## src/rtl/afifo_frame_reader.sv

```systemverilog
// afifo_frame_reader: parses 2-byte length headers from an async byte FIFO and streams the payload as valid/ready bytes
// Ports:
//   clk, rst_n                 FIFO read clock, async active-low reset
//   fifo_dout, fifo_empty      FIFO read data (one-cycle latency) and empty flag
//   fifo_rd_en                 FIFO read strobe, only raised while not empty
//   m_tdata/m_tvalid/m_tlast   payload byte stream, m_tready from downstream
//   desync                     sticky flag for a zero or oversized length header
//   frame_cnt                  completed-frame counter, wraps at 2^16
module afifo_frame_reader #(
    parameter int MAX_LEN = 1518
) (
    input  logic        clk,
    input  logic        rst_n,
    input  logic [7:0]  fifo_dout,
    input  logic        fifo_empty,
    output logic        fifo_rd_en,
    output logic [7:0]  m_tdata,
    output logic        m_tvalid,
    input  logic        m_tready,
    output logic        m_tlast,
    output logic        desync,
    output logic [15:0] frame_cnt
);
    typedef enum logic [2:0] {HDR_HI, HDR_LO, HDR_CHK, PAYLOAD, DESYNC} state_t;
    state_t      state_q, state_d;
    logic [7:0]  hi_q;
    logic        hi_pend_q, pay_pend_q;
    logic [15:0] rd_left_q, rd_left_d, out_left_q, out_left_d;
    logic [1:0]  cnt_q, cnt_d;
    logic [8:0]  b0_q, b0_d, b1_q, b1_d, in_e;
    logic [15:0] frame_cnt_q, len;
    logic [2:0]  occ;
    logic        bad, pop, push, rd;
    assign len        = {hi_q, fifo_dout};
    assign bad        = (len == 16'd0) || (len > 16'(MAX_LEN));
    assign pop        = (cnt_q != 2'd0) && m_tready;
    assign push       = pay_pend_q;
    // occupancy after this cycle's handshake: lets a read issue in the same cycle a byte leaves
    assign occ        = 3'(cnt_q) + 3'(pay_pend_q) - 3'(pop);
    assign in_e       = {out_left_q == 16'd1, fifo_dout};
    assign fifo_rd_en = rd & rst_n;
    assign m_tvalid   = cnt_q != 2'd0;
    assign m_tdata    = b0_q[7:0];
    assign m_tlast    = b0_q[8];
    assign desync     = (state_q == DESYNC) || (state_q == HDR_CHK && bad);
    assign frame_cnt  = frame_cnt_q;
    always_comb begin
        state_d    = state_q;
        rd         = 1'b0;
        rd_left_d  = rd_left_q;
        out_left_d = push ? out_left_q - 16'd1 : out_left_q;
        case (state_q)
            HDR_HI: begin
                rd      = !fifo_empty;
                state_d = rd ? HDR_LO : HDR_HI;
            end
            HDR_LO: begin
                rd      = !fifo_empty;
                state_d = rd ? HDR_CHK : HDR_LO;
            end
            HDR_CHK: begin
                state_d    = bad ? DESYNC : PAYLOAD;
                rd_left_d  = bad ? rd_left_q : len;
                out_left_d = bad ? out_left_d : len;
            end
            PAYLOAD: begin
                rd        = !fifo_empty && (rd_left_q != 16'd0) && (occ < 3'd2);
                rd_left_d = rd ? rd_left_q - 16'd1 : rd_left_q;
                state_d   = (rd && rd_left_q == 16'd1) ? HDR_HI : PAYLOAD;
            end
            default: ;
        endcase
    end
    // two-entry skid buffer, b0 is always the head
    assign b0_d  = (pop && cnt_q == 2'd2) ? b1_q :
                   (push && (cnt_q == 2'd0 || (pop && cnt_q == 2'd1))) ? in_e : b0_q;
    assign b1_d  = (push && ((pop && cnt_q == 2'd2) || (!pop && cnt_q == 2'd1))) ? in_e : b1_q;
    assign cnt_d = cnt_q + 2'(push) - 2'(pop);
    always_ff @(posedge clk or negedge rst_n) begin
        if (!rst_n) begin
            state_q     <= HDR_HI;
            hi_q        <= '0;
            hi_pend_q   <= 1'b0;
            pay_pend_q  <= 1'b0;
            rd_left_q   <= '0;
            out_left_q  <= '0;
            cnt_q       <= '0;
            b0_q        <= '0;
            b1_q        <= '0;
            frame_cnt_q <= '0;
        end else begin
            state_q     <= state_d;
            hi_pend_q   <= fifo_rd_en && state_q == HDR_HI;
            pay_pend_q  <= fifo_rd_en && state_q == PAYLOAD;
            hi_q        <= hi_pend_q ? fifo_dout : hi_q;
            rd_left_q   <= rd_left_d;
            out_left_q  <= out_left_d;
            cnt_q       <= cnt_d;
            b0_q        <= b0_d;
            b1_q        <= b1_d;
            frame_cnt_q <= frame_cnt_q + 16'(pop && b0_q[8]);
        end
    end
endmodule

```

## config.mk

```make
export PLATFORM = sky130hd
export DESIGN_NAME = afifo_frame_reader
export DESIGN_NICKNAME = d
export VERILOG_FILES = /design/src/rtl/afifo_frame_reader.sv
export SDC_FILE = /design/constraint.sdc
export NUM_CORES = 1
export LEC_CHECK = 0
export ABC_AREA = 1
export CORE_MARGIN = 2
export CORE_UTILIZATION = 41
export CTS_CLUSTER_SIZE = 8
export DETAILED_ROUTE_END_ITERATION = 12
export SLEW_MARGIN = 20
export SYNTH_ARGS = -nofsm -noshare
export SYNTH_HDL_FRONTEND = slang
export SYNTH_SLANG_ARGS = --single-unit
```

## constraint.sdc

```tcl
create_clock -name clk -period 7.5 [get_ports clk]
set_clock_uncertainty 0.05 [all_clocks]
set_input_delay 1.5 -clock clk [delete_from_list [all_inputs] [get_ports clk]]
set_output_delay 1.5 -clock clk [all_outputs]
set_load 0.01 [all_outputs]
```

After elaboration in Yosys (flattened, before gate mapping)
Cells that the tools add are included.

word-level totals
  flip-flop bits (word level) = 81
  input port bits = 12
  output and inout port bits = 28
  word-level logic and storage cells = 73

cells by class
  $add $sub $neg = 7
  order comparisons = 2
  equal/unequal tests = 10
  mux-type cells = 14
  bitwise gates (word level) = 1
  reductions and logical operators = 29

operators with widths
  cell                     number
  $mux W16                 5
  $eq A16 B1 Y1 const B    2
  $pmux W16 S2             1
  $sub A16 B1 Y16 const B  2
  $mux W9                  2
  $add A16 B1 Y16          1
  $gt A16 B11 Y1 const B   1
  $logic_not A16 Y1        1
  $reduce_bool A16 Y1      1
  $logic_and A1 B1 Y1      13
  $pmux W3 S4              1
  $eq A3 B2 Y1 const B     2
  $reduce_bool A2 Y1       3
  $logic_or A1 B1 Y1       4
  $mux W2                  2
  $ne A2 B2 Y1 const B     2
  $reduce_bool A4 Y1       1
  $add A2 B1 Y3            1
  $eq A3 B1 Y1 const B     1
  $eq A3 B3 Y1 const B     1
  $logic_not A3 Y1         1
  $lt A3 B2 Y1 const B     1
  $mux W3                  1
  $reduce_and A3 Y1        1
  11 further kinds         12

Longest topological paths before layout
Gate-level depths: netlist of the first run.

  word-level depth = 8
  mapped depth = 21
  gate-level depth less buffers = 19

Worst setup path before layout of the first run
OpenSTA, ideal clock, no wires.

  path type = input to output
  start = in m_tready
  end = out fifo_rd_en
  arrival = 3,224 ps
  required time = 5,950 ps
  setup slack = 2,726 ps
  stages = 15
  buffers on the path = 2
  path through = nand2_1 -> inv_1 -> nand2_1 -> buf_2 -> inv_2 -> buf_2 -> fa_1 -> inv_1 -> nor2_1 -> o21ai_0 -> nor2_1 -> nand2_2 -> nor2_4 -> o21ai_1 -> inv_1

between the ends
  longest elaborated chain between the ends = 6

ends and longest elaborated chain
  item                 RTL line  text
  start, declared      19        input logic m_tready,
  $logic_and A1 B1 Y1  36        assign pop = (cnt_q != 2'd0) && m_tready;
  $sub A3 B1 Y3        39        assign occ = 3'(cnt_q) + 3'(pay_pend_q) - 3'(pop);
  $lt A3 B2 Y1         67        rd = !fifo_empty && (rd_left_q != 16'd0) && (occ < 3'd2);
  $logic_and A1 B1 Y1  67
  $pmux W1 S2          52        case (state_q)
  $and A1 B1 Y1        41        assign fifo_rd_en = rd & rst_n;
  end, declared        16        output logic fifo_rd_en,

Every way passes these cells.

Final worst setup path of the first run
Same ends and word-level chain as after synthesis.

==> results.md, run 1 <==
* Vias per cell at ~5
* Crit Path Max Fanout at 11
* Status: finished, final reports clean
* Worst-Margin Slew at slightly above 600 ps
* DRT antenna net count at 0
* Clock sinks at between 80 and 90
* Syn Inst Count at 536
* I/O Buffers at 39
* Final hold slack at 430 ps
* Final WL at 9580 um
* Critical path class: input port to output port
* 1st-iter DRT viols at about 150
* Area Overhead vs Synth at 16.2%
* GRT met3 Usage at approximately 4.7%
* Average routed wire per standard cell at 13.4 um
* Die ar. at 11500 sq um
* Minimum clock period at roughly 6100 ps
* Ys async rst share at 100%
* Final #Nets at 594
* PwrDens at 196 nW/um^2
* Pins Over Slew Limit at 0
* Num rows at 37
* Fmax at 165 MHz
* Initial Util at roughly 42%
* Vias in the first global route at 3471
* Vias post-DR at 3540
* Max-cap viol count at 0
* Switching Fraction at 28.2%
* GP Congestion at around 0.85
* Clk Latency, worst-skew pair at 360 ps
* Setup TNS at 0 ps
* Synth area leader: dfrtp_1
* Largest net degree at the start of global routing at 49
* Final setup viols at 0
* CTS resizes at 0
* Logic gate share of total power at 14.0%
* Grt total ovfl at 0
* Startpoint Class: input port
* Gr usage total at 18.3%
* Commonest cells post-synth: nand2_1, dfrtp_1, nor2_1
* Global-route wire length before repair at roughly 17000 um
* Postcts setup bufs at 0
* Post-CTS Hold Buffers at 0
* Proportion of layout cells with a drive suffix above 1 at 11.1%
* Met1 usage in global routing at 24.1%
* Reg clk slew, reported paths at 100 ps
* Top post-synthesis cells by area: dfrtp_1, nand2_1, nor2_1
* CTS tree: yes
* Final period util at 81.0%
* Sw power at around 0.28 mW
* Seq/Total Area, Yosys at between 40% and 50%
* Die height at 107 um
* FILL cells at 980
* Critical path arrival at approximately 4500 ps
* I/O pin count at 40
* CORE AREA at around 10000 sq um
* Synth warn at 0
* Sequential share of power at between 40% and 50%
* Worst Hold Class: flip-flop to flip-flop
* Die width at 107 um
* Worst R2R End: rd_left_q[4]
* Post-synthesis cell type count at 36
* Antenna cells at 0
* Num CTS Buffers at 9
* Hpwl dp at 6960 um
* Hold Path Depth at 1
* Post-synth EDFFs at 0
* Final hold vios at 0
* Power Internal at 0.713 mW
* FF-to-FF path depth at 19
* Area share of the largest cell type after synthesis at a little under half
* Worst VDD drop at 0.0979 mV
* Hold path start: frame_cnt[15]
* H-tree level count at 3
* GR peak layer: met2
* Worst Path Required at 5950 ps
* Clk buf depth at 2
* Leakage dissipation at 2.25 nW
* Critical Path End Type: output port
* TritonRoute pass-1 iters at 4
* Seq cells post-synth at 81
* CTS root buf: clkbuf_8
* Max_slew headroom at 58.4%
* FF-to-FF Start: cnt_q[1]
* Mapped Area at 4360 sq um
* Syn Area/Cell at just over 8 sq um
* RSZ-0062 raised after global routing: no
* R2r setup slk at 4540 ps
* Initial antenna violation count at 0
* Clock power share at about 38%
* Main synth FF type: dfrtp_1
* Met2 Usage GRT at approximately 30%
* Syn_nets at about 560
* # DRC at 0
* Top-count cell post-synth: nand2_1
* Hold endpoint: frame_cnt[15]
[worst max-delay path, cell delays in order]
cell and delay [ps]:
clkdlybuf4s50_1 500, nand2_1 80, inv_1 50, nand2_1 210, nand2_1 150, ha_1 150
inv_1 50, fa_1 470, inv_1 50, nor2_1 70, o21ai_0 80, nor2_1 180
nand2_2 110, nor2_4 140, o21ai_1 120, inv_1 90, clkdlybuf4s50_1 530
[cell usage in the layout (no fill, tap or decap), drive strengths merged, types with 6 or more instances in the layout]
cell type      count
xnor2              8
nor2              74
xor2              15
nand3             39
o21ai             62
clkbuf             9
inv               74
nand2            120
a21oi             16
nor3               6
nand4              8
o211ai             8
clkdlybuf4s50     38
dfrtp             81
ha                 7
[cell families (layout without fill, tap and decap cells)]
group,count (synthesis),after routing,share of synthesized area [%]
adders and majority gates,8,8,2.47
muxes,1,1,0.229
buffers and inverters,83,126,8.20
AOI/OAI and AO/OA,90,90,12.2
xor gates and xnor gates,23,23,4.62
and+or+nand+nor,250,250,25.8
DFF,81,81,46.5
[power by group through the flow]
stage | combinational, mW | sequential (mW) | clock [mW]
floorplan | 0.0653 | 0.491 | 0
global placement | 0.138 | 0.486 | 0
detailed placement | 0.141 | 0.487 | 0
CTS | 0.142 | 0.478 | 0.383
global route | 0.161 | 0.482 | 0.404
finish | 0.139 | 0.478 | 0.376
[worst max path at each step]
stage | cells after the start | end | startpoint
floorplan | 15 | fifo_rd_en | m_tready
global placement | 17 | fifo_rd_en | m_tready
detailed placement | 17 | fifo_rd_en | m_tready
CTS | 17 | fifo_rd_en | m_tready
global route | 17 | fifo_rd_en | m_tready
finish | 17 | fifo_rd_en | m_tready
[flip-flops by register name, indices dropped and copies added (netlist names)]
name / cells
frame_cnt: 16
out_left_q: 16
rd_left_q: 16
b0_q: 9
b1_q: 9
hi_q: 8
state_q: 3
cnt_q: 2
hi_pend_q: 1
pay_pend_q: 1
[metrics by stage]
| step | util, % | cells | total power [mW] | setup slack, ps | instance area (sq um) |
|---|---|---|---|---|---|
| CTS | 49.1 | 715 | 1.00 | 1410 | 5070 |
| detailed placement | 46.9 | 699 | 0.628 | 1430 | 4840 |
| global placement | 46.9 | 699 | 0.625 | 1470 | 4840 |
| finish | 49.1 | 715 | 0.993 | 1430 | 5070 |
| floorplan | - | 536 | 0.556 | 2730 | 4360 |
| global route | 49.1 | 715 | 1.05 | 1110 | 5070 |
[final cells by class]
class                   count  area [sq um]  area share [%]
well taps                 136           170            3.36
clock inverters             7           106            2.10
flip-flops and latches     81          2030            40.0
clock buffers               9           124            2.44
inverters                  70           268            5.28
multi-input cells         372          1980            39.0
repair buffers             40           395            7.80
[routing by layer]
metal | wire length (um) | part of all wire [%] | vias up
met1 | 4560 | 48 | 1656
met5 | 0 | 0 | -
met4 | 168 | 1.8 | 0
li1 | - | - | 1799
met2 | 4420 | 46 | 70
met3 | 428 | 4.5 | 15
No activity file was read; power rests on OpenSTA's default activity.
==> run 2, diff against run 1 <==
==> constraint.sdc (replaced) <==
create_clock -name clk -period 6.3 [get_ports clk]
set_clock_uncertainty 0.05 [all_clocks]
set_input_delay 1.26 -clock clk [delete_from_list [all_inputs] [get_ports clk]]
set_output_delay 1.26 -clock clk [all_outputs]
set_load 0.01 [all_outputs]
==> run 2 against run 1 <==
- via count hardly changed
- setup slack worse by 700 ps
- largest cell class unchanged
- hold slack got worse by 1.7 ps
- count of clock-buffer cells in the layout is the same
- highest routed layer unchanged
- critical path type unchanged
- cell area shrank 0.47%
- combinational power up 20%
==> results.md, run 2 (synthesis results as in run 1) <==
* Status: finished, final reports clean
* Critical path arrival at approximately 4300 ps
* Finished Core Util at approximately half
* Setup TNS at 0 ps
* Critical Path End Type: output port
* Max_slew headroom at 51.2%
* Num CTS Buffers at 9
* Grt total ovfl at 0
* Final #Nets at 594
* Power, Total at between 1 and 1.5 mW
* PwrDens at about 230 nW/um^2
* Area Overhead vs Synth at 15.6%
* Die width at between 100 and 150 um
* Setup ws final at 725 ps
* Clock sinks at between 80 and 90
* I/O pin count at 40
* Proportion of layout cells with a drive suffix above 1 at 11.1%
* Final period util at 88.5%
* Reg clk slew, reported paths at 80 ps
* Die ar. at ~11000 sq um
* TritonRoute pass-1 iters at 4
* Average routed wire per standard cell at about 13 um
* Worst-Margin Slew at around 730 ps
* Vias post-DR at 3538
* Clk buf depth at 2
* Commonest non-fill, non-tap cell in the layout: nand2_1
* Switching Fraction at 29.2%
* Vias in the first global route at 3488
* Sequential share of power at approximately half
* Clock power share at a little over a third
* Logic gate share of total power at 14.6%
* Minimum clock period at ~5600 ps
* H-tree level count at 3
* Clk Latency, worst-skew pair at 360 ps
* Final hold slack at 428 ps
* Num rows at 37
* Crit Path Max Fanout at 11
* Leakage dissipation at 2.23 nW
* Die height at 107 um
* CTS resizes at 0
* Largest net degree at the start of global routing at 58
* Critical path class: input port to output port
* GP Congestion at 0.829
* Postcts setup bufs at 0
* 1st-iter DRT viols at 122
* DRT antenna net count at 0
* # DRC at 0
* Pins Over Slew Limit at 0
* Final WL at 9600 um
* Max-cap viol count at 0
* Vias per cell at 4.95
* Power Internal at 0.808 mW
* Startpoint Class: input port
* Global-route wire length before repair at between 15000 and 20000 um
* Commonest non-fill, non-tap cells in the layout: nand2_1, dfrtp_1, nor2_1
* RSZ-0062 raised after global routing: no
* Initial antenna violation count at 0
* Antenna cells at 0
* CORE AREA at 10300 sq um
* Post-CTS Hold Buffers at 0
* Hpwl dp at between 6000 and 7000 um
* Worst Hold Class: flip-flop to flip-flop
* Worst VDD drop at between 0.1 and 0.15 mV
* Initial Util at 42.2%
* Final hold vios at 0
* I/O Buffers at 39
* Final setup viols at 0
* Gr usage total at between 10% and 20%
* Setup WS pre-CTS at 709 ps
* Fmax at 179 MHz
* CTS tree: yes
* CTS root buf: clkbuf_8
* Worst Path Required at 4990 ps
* R2r setup slk at 3350 ps
* Sw power at approximately 0.33 mW
-- run 2: worst paths after layout --
| path | from | to | cells after the start |
|---|---|---|---|
| setup / recovery | m_tready | fifo_rd_en | 17 |
| hold / removal | frame_cnt[15] | frame_cnt[15] | 1 |
| setup reg to reg | cnt_q[1] | rd_left_q[0] | 19 |
| hold reg to reg | frame_cnt[15] | frame_cnt[15] | 1 |
| max in group asynchronous | rst_n | frame_cnt[15] | 2 |
| min in group asynchronous | rst_n | out_left_q[12] | 1 |
-- run 2: metrics by stage --
stage / cells / area (sq um)
2_1_floorplan: 536 / 4360
3_3_place_gp: 699 / 4840
3_5_place_dp: 699 / 4840
4_1_cts: 715 / 5040
5_1_grt: 715 / 5040
6_report: 715 / 5040
-- run 2: power by group through the flow --
stage | sequential [mW] | clock (mW) | combinational (mW)
2_1_floorplan | 0.584 | 0 | 0.0778
3_3_place_gp | 0.579 | 0 | 0.165
5_1_grt | 0.573 | 0.443 | 0.187
6_report | 0.568 | 0.405 | 0.167
4_1_cts | 0.569 | 0.416 | 0.170
3_5_place_dp | 0.579 | 0 | 0.170
-- run 2: layout make-up --
type                       instances  area [sq um]
clock inverter                     7          82.6
timing repair buffer              40           395
sequential                        81          2030
inverter                          70           268
tap                              136           170
clock buffer                       9           124
fill                            1035          5280
multi-input combinational        372          1980
-- run 2: worst max-delay path: stages --
cell and delay (ps):
clkdlybuf4s50_1 500, nand2_1 80, inv_1 50, nand2_1 210, nand2_1 130, ha_1 140
inv_1 50, fa_1 470, inv_1 50, nor2_1 70, o21ai_0 80, nor2_1 190
nand2_2 120, nor2_4 140, o21ai_1 110, inv_1 80, clkdlybuf4s50_1 530
-- run 2: metal layers --
metal	track usage (%)	vias to the layer above	part of all wire [%]
li1	-	1805	-
met1	24.1	1677	48
met2	30.5	50	48
met3	4.74	6	3.8
met4	3.90	0	0.82
met5	0	-	0
